### src/rtl/pattern_scheduler_if.sv
// Handshake bundle between the pattern scheduler and its surroundings:
// board pins and divider strobe in, pattern select, frame index and blanking out.
interface pattern_scheduler_if;
    logic       i_tick;
    logic       i_auto;
    logic [1:0] i_sel;
    logic       i_next;
    logic [1:0] o_sel;
    logic [2:0] o_count;
    logic       o_blank;
    logic       o_loop_done;

    modport master (
        output i_tick, i_auto, i_sel, i_next,
        input  o_sel, o_count, o_blank, o_loop_done
    );

    modport slave (
        input  i_tick, i_auto, i_sel, i_next,
        output o_sel, o_count, o_blank, o_loop_done
    );
endinterface

### src/rtl/pattern_scheduler.sv
// Sequencing controller for the seven-segment pattern datapath: frame index with
// per-pattern loop length, manual/auto pattern selection and change blanking.
module pattern_scheduler #(
    parameter int unsigned DWELL_LOOPS = 2,
    parameter int unsigned BLANK_TICKS = 1
) (
    input  logic                i_clk,
    input  logic                i_rst,
    pattern_scheduler_if.slave  bus
);

    localparam logic [0:0] ST_RUN   = 1'b0;
    localparam logic [0:0] ST_BLANK = 1'b1;
    localparam logic [3:0] DWELL_C  = 4'(DWELL_LOOPS);
    localparam logic [2:0] BLANK_C  = 3'(BLANK_TICKS);

    // Last frame index of each pattern: rand and cw8 run 8 frames, scan 4, warning 2.
    function automatic logic [2:0] loop_last(input logic [1:0] sel);
        logic [2:0] last;
        case (sel)
            2'd0:    last = 3'd7;
            2'd1:    last = 3'd7;
            2'd2:    last = 3'd3;
            2'd3:    last = 3'd1;
            default: last = 3'd7;
        endcase
        return last;
    endfunction

    logic       auto_s1_q, auto_s1_d, auto_s2_q, auto_s2_d;
    logic [1:0] sel_s1_q, sel_s1_d, sel_s2_q, sel_s2_d;
    logic       next_s1_q, next_s1_d, next_s2_q, next_s2_d;
    logic       next_hist_q, next_hist_d;
    logic [0:0] state_q, state_d;
    logic       mode_q, mode_d;
    logic [1:0] sel_q, sel_d;
    logic [2:0] count_q, count_d;
    logic [3:0] loop_q, loop_d;
    logic [2:0] bcnt_q, bcnt_d;
    logic       blank_q, blank_d;
    logic       loop_done_q, loop_done_d;

    logic       next_rise_s;
    logic       wrap_s;
    logic [3:0] loop_inc_s;

    // Next-state computation for synchronisers, sequencer FSM and registered outputs.
    always_comb begin
        auto_s1_d   = bus.i_auto;
        auto_s2_d   = auto_s1_q;
        sel_s1_d    = bus.i_sel;
        sel_s2_d    = sel_s1_q;
        next_s1_d   = bus.i_next;
        next_s2_d   = next_s1_q;
        next_hist_d = next_s2_q;

        next_rise_s = next_s2_q & ~next_hist_q;
        wrap_s      = bus.i_tick & (count_q == loop_last(sel_q));
        loop_inc_s  = wrap_s ? (loop_q + 4'd1) : loop_q;

        state_d     = state_q;
        mode_d      = mode_q;
        sel_d       = sel_q;
        count_d     = count_q;
        loop_d      = loop_q;
        bcnt_d      = bcnt_q;
        loop_done_d = 1'b0;

        case (state_q)
            ST_RUN: begin
                if (wrap_s) begin
                    count_d = 3'd0;
                end else if (bus.i_tick) begin
                    count_d = count_q + 3'd1;
                end else begin
                    count_d = count_q;
                end
                loop_done_d = wrap_s;
                mode_d      = auto_s2_q;

                if (auto_s2_q) begin
                    // First RUN cycle after entering auto restarts the dwell from zero.
                    if (!mode_q) begin
                        loop_d = 4'd0;
                    end else if (next_rise_s || (loop_inc_s == DWELL_C)) begin
                        sel_d   = sel_q + 2'd1;
                        count_d = 3'd0;
                        loop_d  = 4'd0;
                        bcnt_d  = 3'd0;
                        state_d = ST_BLANK;
                    end else begin
                        loop_d = loop_inc_s;
                    end
                end else begin
                    if (sel_s2_q != sel_q) begin
                        sel_d   = sel_s2_q;
                        count_d = 3'd0;
                        loop_d  = 4'd0;
                        bcnt_d  = 3'd0;
                        state_d = ST_BLANK;
                    end else if (wrap_s && (loop_q < DWELL_C)) begin
                        loop_d = loop_q + 4'd1;
                    end else begin
                        loop_d = loop_q;
                    end
                end
            end

            ST_BLANK: begin
                count_d = 3'd0;
                if ((BLANK_C == 3'd0) || (bus.i_tick && ((bcnt_q + 3'd1) == BLANK_C))) begin
                    bcnt_d  = 3'd0;
                    state_d = ST_RUN;
                end else if (bus.i_tick) begin
                    bcnt_d = bcnt_q + 3'd1;
                end else begin
                    bcnt_d = bcnt_q;
                end
            end

            default: begin
                state_d = ST_RUN;
                count_d = 3'd0;
                bcnt_d  = 3'd0;
            end
        endcase

        blank_d = (state_d == ST_BLANK);
    end

    // State and output registers with synchronous reset.
    always_ff @(posedge i_clk) begin
        if (i_rst) begin
            auto_s1_q   <= 1'b0;
            auto_s2_q   <= 1'b0;
            sel_s1_q    <= 2'd0;
            sel_s2_q    <= 2'd0;
            next_s1_q   <= 1'b0;
            next_s2_q   <= 1'b0;
            next_hist_q <= 1'b0;
            state_q     <= ST_RUN;
            mode_q      <= 1'b0;
            sel_q       <= 2'd0;
            count_q     <= 3'd0;
            loop_q      <= 4'd0;
            bcnt_q      <= 3'd0;
            blank_q     <= 1'b0;
            loop_done_q <= 1'b0;
        end else begin
            auto_s1_q   <= auto_s1_d;
            auto_s2_q   <= auto_s2_d;
            sel_s1_q    <= sel_s1_d;
            sel_s2_q    <= sel_s2_d;
            next_s1_q   <= next_s1_d;
            next_s2_q   <= next_s2_d;
            next_hist_q <= next_hist_d;
            state_q     <= state_d;
            mode_q      <= mode_d;
            sel_q       <= sel_d;
            count_q     <= count_d;
            loop_q      <= loop_d;
            bcnt_q      <= bcnt_d;
            blank_q     <= blank_d;
            loop_done_q <= loop_done_d;
        end
    end

    assign bus.o_sel       = sel_q;
    assign bus.o_count     = count_q;
    assign bus.o_blank     = blank_q;
    assign bus.o_loop_done = loop_done_q;

endmodule

### src/flat_wrapper.sv
// flat-port wrapper written by rule: the top's interface ports become plain ports
module pattern_scheduler_flat 
#(
    parameter int unsigned DWELL_LOOPS = 2,
    parameter int unsigned BLANK_TICKS = 1
)
  (i_clk, i_rst, bus_i_tick, bus_i_auto, bus_i_sel, bus_i_next, bus_o_sel, bus_o_count, bus_o_blank, bus_o_loop_done);
  pattern_scheduler_if bus_i ();
  input  logic i_clk;
  input  logic i_rst;
  input wire logic [$bits(bus_i.i_tick)-1:0] bus_i_tick;
  input wire logic [$bits(bus_i.i_auto)-1:0] bus_i_auto;
  input wire logic [$bits(bus_i.i_sel)-1:0] bus_i_sel;
  input wire logic [$bits(bus_i.i_next)-1:0] bus_i_next;
  output wire logic [$bits(bus_i.o_sel)-1:0] bus_o_sel;
  output wire logic [$bits(bus_i.o_count)-1:0] bus_o_count;
  output wire logic [$bits(bus_i.o_blank)-1:0] bus_o_blank;
  output wire logic [$bits(bus_i.o_loop_done)-1:0] bus_o_loop_done;
  assign bus_i.i_tick = bus_i_tick;
  assign bus_i.i_auto = bus_i_auto;
  assign bus_i.i_sel = bus_i_sel;
  assign bus_i.i_next = bus_i_next;
  assign bus_o_sel = bus_i.o_sel;
  assign bus_o_count = bus_i.o_count;
  assign bus_o_blank = bus_i.o_blank;
  assign bus_o_loop_done = bus_i.o_loop_done;
  pattern_scheduler #(.DWELL_LOOPS(DWELL_LOOPS), .BLANK_TICKS(BLANK_TICKS)) u_core (.i_clk(i_clk), .i_rst(i_rst), .bus(bus_i));
endmodule
### config.mk
export PLATFORM = sky130hd
export DESIGN_NAME = pattern_scheduler_flat
export DESIGN_NICKNAME = d
export VERILOG_FILES = /design/src/rtl/pattern_scheduler_if.sv /design/src/rtl/pattern_scheduler.sv /design/src/flat_wrapper.sv
export SDC_FILE = /design/constraint.sdc
export NUM_CORES = 1
export LEC_CHECK = 0
export CORE_MARGIN = 3
export CORE_UTILIZATION = 34
export DETAILED_ROUTE_END_ITERATION = 10
export PLACE_DENSITY_LB_ADDON = 0.15
export RECOVER_POWER = 50
export SYNTH_ARGS = -nofsm -noshare
export SYNTH_HDL_FRONTEND = slang
export SYNTH_SLANG_ARGS = --single-unit
### constraint.sdc
create_clock -name i_clk -period 4.8 [get_ports i_clk]
set_clock_uncertainty 0.2 [all_clocks]
set_input_delay 0.48 -clock i_clk [delete_from_list [all_inputs] [get_ports i_clk]]
set_output_delay 0.48 -clock i_clk [all_outputs]
set_load 0.02 [all_outputs]
=== Yosys cells after proc, flatten, opt, wreduce, memory -nomap -nowiden ===
Cells that the tools add are included.

* Register bits: 24
* Bits of input ports: 7
* Output and inout port bits: 7
* Logic and storage cells: 78

* Add/subtract/negate cells: 4
* $lt $le $gt $ge: 1
* Equal/unequal tests: 13
* Muxes and demuxes: 31
* Bitwise operators: 4
* Reduce and logical (&&, ||, !) cells: 11

{| class="wikitable"
|+ Operator list
! cell !! number
|-
| $mux 3 || 12
|-
| $mux 4 || 6
|-
| $pmux 3 s2 || 2
|-
| $ne 3x3->1 const B || 3
|-
| $pmux 3 s3 || 1
|-
| $mux 2 || 4
|-
| $reduce_and 4->1 || 2
|-
| $add 3x1->3 const B || 2
|-
| $mux 1 || 5
|-
| $add 4x1->4 const B || 1
|-
| $eq 2x2->1 const B || 2
|-
| $eq 4x2->1 const B || 1
|-
| $lt 4x2->1 const B || 1
|-
| $ne 2x2->1 const B || 2
|-
| $reduce_or 2->1 || 2
|-
| $eq 3x1->1 const B || 1
|-
| $eq 3x3->1 || 1
|-
| $ne 3x1->1 const B || 1
|-
| $reduce_bool 3->1 || 1
|-
| $add 2x1->2 const B || 1
|-
| $and 1x1->1 || 2
|-
| $eq 2x1->1 const B || 1
|-
| $logic_and 1x1->1 || 2
|-
| $logic_not 2->1 || 1
|-
| 6 further kinds || 7
|}

=== Longest topological paths before layout ===
Gate-level depths: netlist (run 1).

* Depth after elaboration: 12
* Gate-level depth with buffers: 8
* Depth with buffers taken out: 8

=== Least setup slack after synthesis (run 1) ===
OpenSTA, ideal clock, no wires.

* Path type: register to register
* Start: reg u_core.sel_q[0] (netlist: u_core.bus.o_sel[0])
* End: reg u_core.sel_q[0] (netlist: u_core.bus.o_sel[0])
* Setup time: 79 ps
* Arrival time: 2081 ps
* Required time: 4521 ps
* Slack: 2440 ps
* Cell stages (with the launch flop): 9
* Buffers on the path: 0
* Period minus slack after synthesis: 2360 ps
* Cell sequence: dfxtp_1 > inv_1 > ha_1 > nor4bb_4 > o311ai_4 > a21oi_1 > o2111a_1 > or2_4 > a211oi_2

* Cells in the longest elaborated chain, start to end: 10
* Elaborated cells on any way between the ends: 19
* Classes of those cells: 1 x add/sub; 7 x eq/ne; 5 x mux; 1 x bitwise; 5 x reduce/logical

{| class="wikitable"
|+ Ends and longest elaborated chain
! element !! line !! RTL
|-
| start, declared || pattern_scheduler.sv:36 || <nowiki>logic [1:0] sel_q, sel_d;</nowiki>
|-
| start signal, assigned || pattern_scheduler.sv:159 || <nowiki>sel_q <= sel_d;</nowiki>
|-
| $eq 2x1->1 / $logic_not 2->1 (equally long branches) || pattern_scheduler.sv:20 || <nowiki>case (sel)</nowiki>
|-
| $reduce_or 2->1 (no line) || - ||
|-
| $pmux 3 s3 || pattern_scheduler.sv:20 ||
|-
| $eq 3x3->1 || pattern_scheduler.sv:58 || <nowiki>wrap_s = bus.i_tick & (count_q == loop_last(sel_q));</nowiki>
|-
| $and 1x1->1 || pattern_scheduler.sv:58 ||
|-
| $mux 4 || pattern_scheduler.sv:59 || <nowiki>loop_inc_s = wrap_s ? (loop_q + 4'd1) : loop_q;</nowiki>
|-
| $eq 4x2->1 || pattern_scheduler.sv:85 || <nowiki>end else if (next_rise_s || (loop_inc_s == DWELL_C)) begin</nowiki>
|-
| $logic_or 1x1->1 || pattern_scheduler.sv:85 ||
|-
| $ne 2x2->1 (no line) || - ||
|-
| $reduce_and 4->1 (no line) || - ||
|}

Parallel ways exist; a longest one is shown, timed or not. The select of a mux whose other input is x is not followed.
A chain may end at the register's enable or synchronous reset.

=== Final worst setup path (run 1) ===
* Start: reg u_core.sel_q[0] (netlist: u_core.bus.o_sel[0])
* End: reg u_core.count_q[1] (netlist: u_core.bus.o_count[1])

* Cells in the longest elaborated chain, start to end: 12
* Elaborated cells on any way between the ends: 18
* Classes of those cells: 6 x eq/ne; 8 x mux; 1 x bitwise; 3 x reduce/logical

{| class="wikitable"
|+ Ends and longest elaborated chain
! element !! line !! RTL
|-
| $eq 2x1->1 / $logic_not 2->1 (equally long branches) || pattern_scheduler.sv:20 ||
|-
| $reduce_or 2->1 (no line) || - ||
|-
| $pmux 3 s3 || pattern_scheduler.sv:20 ||
|-
| $eq 3x3->1 || pattern_scheduler.sv:58 ||
|-
| $and 1x1->1 || pattern_scheduler.sv:58 ||
|-
| $mux 4 || pattern_scheduler.sv:59 ||
|-
| $eq 4x2->1 || pattern_scheduler.sv:85 ||
|-
| $logic_or 1x1->1 || pattern_scheduler.sv:85 ||
|-
| $mux 3 || pattern_scheduler.sv:85 ||
|-
| $mux 3 || pattern_scheduler.sv:83 || <nowiki>if (!mode_q) begin</nowiki>
|-
| $mux 3 * || pattern_scheduler.sv:81 || <nowiki>if (auto_s2_q) begin</nowiki>
|-
| $pmux 3 s2 * || pattern_scheduler.sv:69 || <nowiki>case (state_q)</nowiki>
|-
| end signal, assigned || pattern_scheduler.sv:160 || <nowiki>count_q <= count_d;</nowiki>
|-
| end, declared || pattern_scheduler.sv:37 || <nowiki>logic [2:0] count_q, count_d;</nowiki>
|}

Mark *: on every way between the ends. The rest lies on a longest branch, timed or not. The select of a mux whose other input is x is not followed.

==> results of run 1 <==
## cells by family after synthesis
logic type / count (synthesis)
and+or+nand+nor: 63
AOI/OAI and AO/OA: 29
DFF: 24
buffers and inverters: 12
adders and majority gates: 6
xor gates and xnor gates: 5
muxes: 5
## layout make-up
| class | instances | area share, % |
|---|---|---|
| timing repair buffer | 13 | 8.70 |
| multi-input combinational | 108 | 50.4 |
| clock buffer | 4 | 3.68 |
| sequential | 24 | 32.1 |
| tap | 46 | 3.85 |
| inverter | 5 | 1.25 |
## per-layer routing
layer	share of wire (%)	track usage, %
met5	0	0
met4	2.0	6.84
met3	4.2	2.66
met2	45	20.0
met1	48	16.2
## power by group
| group | switching (uW) | leakage [uW] | internal (uW) |
|---|---|---|---|
| Combinational | 52.9 | 0.000338 | 43.1 |
| Sequential | 18.4 | 0.000196 | 210 |
| Clock | 66.8 | 0.0000288 | 73.3 |
## worst min-delay path by stage
| stage | cells after the start | from | endpoint | slack (ps) |
|---|---|---|---|---|
| 2_1_floorplan | 1 | u_core.auto_s1_q | u_core.auto_s2_q | 210 |
| 3_3_place_gp | 1 | u_core.next_s1_q | u_core.next_hist_d | 220 |
| 3_5_place_dp | 1 | u_core.auto_s1_q | u_core.auto_s2_q | 230 |
| 4_1_cts | 1 | u_core.auto_s1_q | u_core.auto_s2_q | 250 |
| 5_1_grt | 1 | u_core.auto_s1_q | u_core.auto_s2_q | 260 |
| 6_report | 1 | u_core.auto_s1_q | u_core.auto_s2_q | 250 |
## registers in the layout (all words and copies together), names as in the netlist, 2 cells and up
name,flops
u_core.loop_q,4
u_core.bus.o_count,3
u_core.bus.o_sel,2
u_core.sel_s2_q,2
u_core.sel_s1_q,2
u_core.bcnt_q,3
## cell usage in the layout, fill, tap and decap left out, types with 2 or more instances in the layout
cell type / n
dfxtp_1: 24
nor3_1: 12
nor2_1: 11
nand2_1: 10
nor2b_1: 9
clkdlybuf4s50_1: 8
a21oi_1: 7
ha_1: 6
inv_1: 5
o21ai_1: 5
mux2i_1: 5
dlygate4sd3_1: 5
nand3_1: 4
a211oi_1: 4
nand3b_1: 4
clkbuf_8: 4
xor2_1: 3
nor3b_2: 2
a22oi_1: 2
or2_2: 2
xnor2_1: 2
a31oi_1: 2
or3_1: 2
o21ai_0: 2
## worst max-delay path: cells and delay by family (launching register included)
family          cells  cell delay, ps
simple gates        3             500
compound gates      3             920
fa+ha+maj           1             230
buf+inv             1             100
flops               1             440
## metrics by stage
stage | utilization, % | hold slack [ps]
after floorplan | - | 214
after global placement | 41.2 | 216
after detailed placement | 41.2 | 228
after global routing | 42.8 | 261
final | 42.8 | 248
after CTS | 42.8 | 254
==> results.json, run 1 <==
{
  "r2r_slack_ps": 2290,
  "fill_cells": 346,
  "dr.pass1.iters": 4,
  "final_nets": 168,
  "ys_types": 38,
  "cp-startpoint": "u_core.bus.o_sel[0]",
  "numPortBuffers": 13,
  "critPathCapture": "u_core.bus.o_count[1]",
  "synth_top_cell_by_area": "dfxtp_1",
  "fp.dieW_microns": 67.5,
  "track_usage_pct": 12.8,
  "fmax_mhz": 398,
  "tightest_slew_ps": 934,
  "synthSimpleGateAreaFrac_pct": 28.9,
  "fin_cells": 200,
  "areaGrowthSynthToFinish_pct": 16.5,
  "synth_seq_area_share_pct": 37.4,
  "wirelength_microns": 2590,
  "synthMuxAreaShare_pct": 3.89,
  "path_clk_slew_ps": 90,
  "n_antenna_cell": 0,
  "grt_overflow": 0,
  "drive_gt1_share_pct": 9.09,
  "dp_cells": 196,
  "min_period_over_period_pct": 52.4,
  "grt_max_degree": 28,
  "die_h_microns": 67.5,
  "end_kind": "register",
  "grt_pass1_vias": 975,
  "powerDensity_nw_per_um2": 310,
  "register_area_sq_um": 480,
  "synth_edf_count": 0,
  "total_power_uw": 464,
  "drt-vias-per-instance": 5.30,
  "htreeDepth": 1,
  "synth_area_leaders": "dfxtp_1 37%, ha_1 5.8%, nor3_1 4.7%",
  "core_area_sq_um": 3490,
  "synth_compound_area_share_pct": 16.7,
  "synthFlopType": "dfxtp_1",
  "synth_xor_area_share_pct": 3.41,
  "post_cts.resized_instances": 0,
  "critPathKind": "reg2reg",
  "postCtsSetupBuffers": 0,
  "die-area_sq_um": 4550,
  "synthesis.area_sq_um": 1280,
  "syn_inst": 144,
  "relSlewSlack_pct": 37.2,
  "leakage_uw": 0.000563,
  "vias": 1060,
  "outcome": "finished clean",
  "cts.path.max_buffers": 2,
  "synth_adder_area_share_pct": 5.84,
  "cts-root-buf": "clkbuf_8",
  "rr_worst_depth": 8,
  "drc": 0,
  "io-pin-count": 14,
  "synthDominantCellAreaShare_pct": 37.4,
  "crit_required_ps": 4750,
  "cp_slowest_cell": "o311a_2",
  "synth_top_family_by_area": "simple AND/OR/NAND/NOR gates",
  "start_kind": "register",
  "synth_seq_cells": 24,
  "clock_sinks": 24,
  "multiInputGateArea_sq_um": 754,
  "vdd_drop_max_mv": 0.188,
  "slowest_delay_ps": 460,
  "max_cap_violations": 0,
  "dp_slack_ps": 2190,
  "rsz0062_at_grt": "no",
  "setup_slack_ps": 2290,
  "tns_ps": 0,
  "ys_top_cells_by_count": "24 x dfxtp_1, 12 x nor3_1, 11 x nor2_1",
  "synth.net_count": 157,
  "drt-initial-drc-count": 65,
  "worstReg2RegEnd": "u_core.bus.o_count[1]",
  "drv_slew": 0,
  "antenna_found_initial": 0,
  "cts_tree": "yes",
  "initial_core_util_pct": 36.8,
  "syn-mean-instance-area_sq_um": 8.92,
  "path_cells": "inv_1, ha_1, nor4bb_4, o311a_2, nor3b_2, o21ai_1, a41oi_1, nor3_1",
  "place_area_sq_um": 1440,
  "reg2reg_from": "u_core.bus.o_sel[0]",
  "worstSkewPairLatency_ps": 270,
  "period_minus_slack_ps": 2510,
  "cp_max_fo": 7,
  "setup_viol": 0,
  "async_flop_share_pct": 0,
  "cts_made_buffers": 3,
  "wl_per_cell_microns": 12.9,
  "rows": 21,
  "place_hpwl_microns": 1800,
  "final_cell_area_sq_um": 1500,
  "yosysMostFrequentCell": "dfxtp_1",
  "holdBufCountCts": 0,
  "gp_congestion": 0.753,
  "min_path_type": "reg2reg",
  "finalHoldViolCount": 0,
  "yosys_warnings": 0,
  "grt_pass1_wl_microns": 4420,
  "arrival_ps": 2470,
  "ant_nets": 0
}
Note: power is estimated with default switching activity, not from simulation.
==> run 2, diff against run 1 <==
==> constraint.sdc (replaced) <==
create_clock -name i_clk -period 2.4 [get_ports i_clk]
set_clock_uncertainty 0.2 [all_clocks]
set_input_delay 0.24 -clock i_clk [delete_from_list [all_inputs] [get_ports i_clk]]
set_output_delay 0.24 -clock i_clk [all_outputs]
set_load 0.02 [all_outputs]
==> run 2 against run 1 <==
Compared with the run above: total power increased by 120%; sequential share of layout area decreased by 2.1 points; first-iteration DRC count increased by 94%; global-route usage increased by 0.36 points; die area unchanged; worst hold slack got worse by 8.8 ps; sequential power increased by 96%; maximum frequency increased by 5.8%; largest cell class unchanged; highest routed layer unchanged.
==> results.json, run 2 (synthesized netlist as in run 1, its figures left out) <==
{
  "die-area_sq_um": 4550,
  "fmax_mhz": 421,
  "numPortBuffers": 13,
  "grt_pass1_vias": 995,
  "max_cap_violations": 0,
  "layout_commonest_cell": "dfxtp_1",
  "cts_tree": "yes",
  "tns_ps": 0,
  "cp_slowest_cell": "o311ai_4",
  "grt_max_degree": 18,
  "rows": 21,
  "drv_slew": 0,
  "leakage_uw": 0.000589,
  "min_to": "u_core.next_hist_d",
  "hold_depth": 1,
  "crit_required_ps": 2350,
  "hp-start": "u_core.next_s1_q",
  "total_power_uw": 1040,
  "vdd_drop_max_mv": 0.459,
  "drc": 0,
  "wirelength_microns": 2710,
  "path_clk_slew_ps": 80,
  "cts-root-buf": "clkbuf_8",
  "drt-initial-drc-count": 126,
  "powerDensity_nw_per_um2": 637,
  "r2r_slack_ps": 20,
  "grt_overflow": 0,
  "rsz0062_at_grt": "yes",
  "start_kind": "register",
  "hold_slack_ps": 239,
  "layout_common_cells": "22 x dfxtp_1, 12 x nor3_1, 11 x nor2_1, 11 x clkdlybuf4s50_1, 10 x nand2_1",
  "place_hpwl_microns": 1860,
  "areaGrowthSynthToFinish_pct": 26.7,
  "htreeDepth": 1,
  "final_cell_area_sq_um": 1630,
  "dr.pass1.iters": 4,
  "worstReg2RegEnd": "u_core.bus.o_sel[1]",
  "drt-vias-per-instance": 5.31,
  "core_area_sq_um": 3490,
  "track_usage_pct": 13.1,
  "min_path_type": "reg2reg",
  "critPathKind": "reg2reg",
  "slowest_delay_ps": 430,
  "ant_nets": 0,
  "period_minus_slack_ps": 2380,
  "setup_viol": 0,
  "cts_made_buffers": 3,
  "vias": 1104,
  "reg2reg_from": "u_core.bus.o_sel[0]",
  "die_h_microns": 67.5,
  "n_antenna_cell": 0,
  "min_period_over_period_pct": 99.0,
  "path_cells": "ha_4, and4bb_2, o311ai_4, mux2i_2, o2111a_2, or2_4, o21ai_1",
  "end_kind": "register",
  "relSlewSlack_pct": 65.1,
  "initial_core_util_pct": 36.8,
  "clock_sinks": 24,
  "antenna_found_initial": 0,
  "postLayoutCoreUtil_pct": 46.6,
  "finalHoldViolCount": 0,
  "fp.dieW_microns": 67.5,
  "tightest_slew_ps": 521,
  "rr_worst_depth": 7,
  "cp_max_fo": 6,
  "cp_num_buf_inv": 0,
  "gp_congestion": 0.880,
  "wl_per_cell_microns": 13.0,
  "regMostFlops": "u_core.loop_q",
  "drive_gt1_share_pct": 20.4,
  "io-pin-count": 14,
  "outcome": "finished clean",
  "place_area_sq_um": 1490,
  "largest_reg_flops": 4,
  "cts.path.max_buffers": 2,
  "grt_pass1_wl_microns": 4570,
  "final_nets": 176,
  "worstSkewPairLatency_ps": 260,
  "arrival_ps": 2330,
  "cp_top_family": "compound AO/OA/AOI/OAI gates"
}
run 2: power by group:
group          internal [uW]  switching, uW
Clock                    223            128
Combinational            110            128
Sequential               421           27.5
run 2: how the worst max path moves through the flow:
stage / start / slack, ps / cells past startpoint / to
after floorplan: u_core.bus.o_sel[0] / 40 / 8 / u_core.bus.o_sel[0]
after global placement: u_core.bus.o_sel[1] / 130 / 7 / u_core.bus.o_sel[1]
after detailed placement: u_core.bus.o_sel[1] / 90 / 7 / u_core.bus.o_sel[0]
after CTS: u_core.bus.o_sel[1] / 30 / 7 / u_core.bus.o_count[0]
after global routing: u_core.bus.o_sel[0] / -60 / 7 / u_core.bus.o_sel[1]
final: u_core.bus.o_sel[0] / 20 / 7 / u_core.bus.o_sel[1]
run 2: worst register-to-register path: cells and delay by family (launching register included):
family,cells,cell delay (ps)
adders and majority gates,1,160
AOI/OAI and AO/OA,3,780
muxes,1,310
DFF,1,390
and+or+nand+nor,2,440
run 2: what timing repair did:
action                                  in CTS  in global routing
gates resized for setup                      0                 16
endpoints found under the hold margin        0                  0
setup buffers                                0                  1
endpoints found under the setup margin       0                  8
hold buffers                                 0                  0
run 2: stage by stage:
stage          instances  setup slack, ps
2_1_floorplan        144             40.0
3_3_place_gp         203              126
3_5_place_dp         203             90.2
4_1_cts              207             33.2
5_1_grt              208            -64.2
6_report             208             24.0
run 2: layer usage:
metal	GRT usage, %	share of wire, %	wire length (microns)	vias to the layer above
met5	0	0	0	-
met4	5.06	0.92	25	0
met3	3.99	5.1	137	2
met2	21.0	46	1260	36
met1	16.4	48	1290	516
li1	-	-	-	550
run 2: final cells by class:
class / instances / area [sq um]
multi-input cells: 108 / 800
inverters: 5 / 21.3
clock inverters: 1 / 30.0
flip-flops and latches: 24 / 488
fillers: 328 / 1870
well taps: 46 / 57.6
repair buffers: 21 / 190
clock buffers: 3 / 41.3
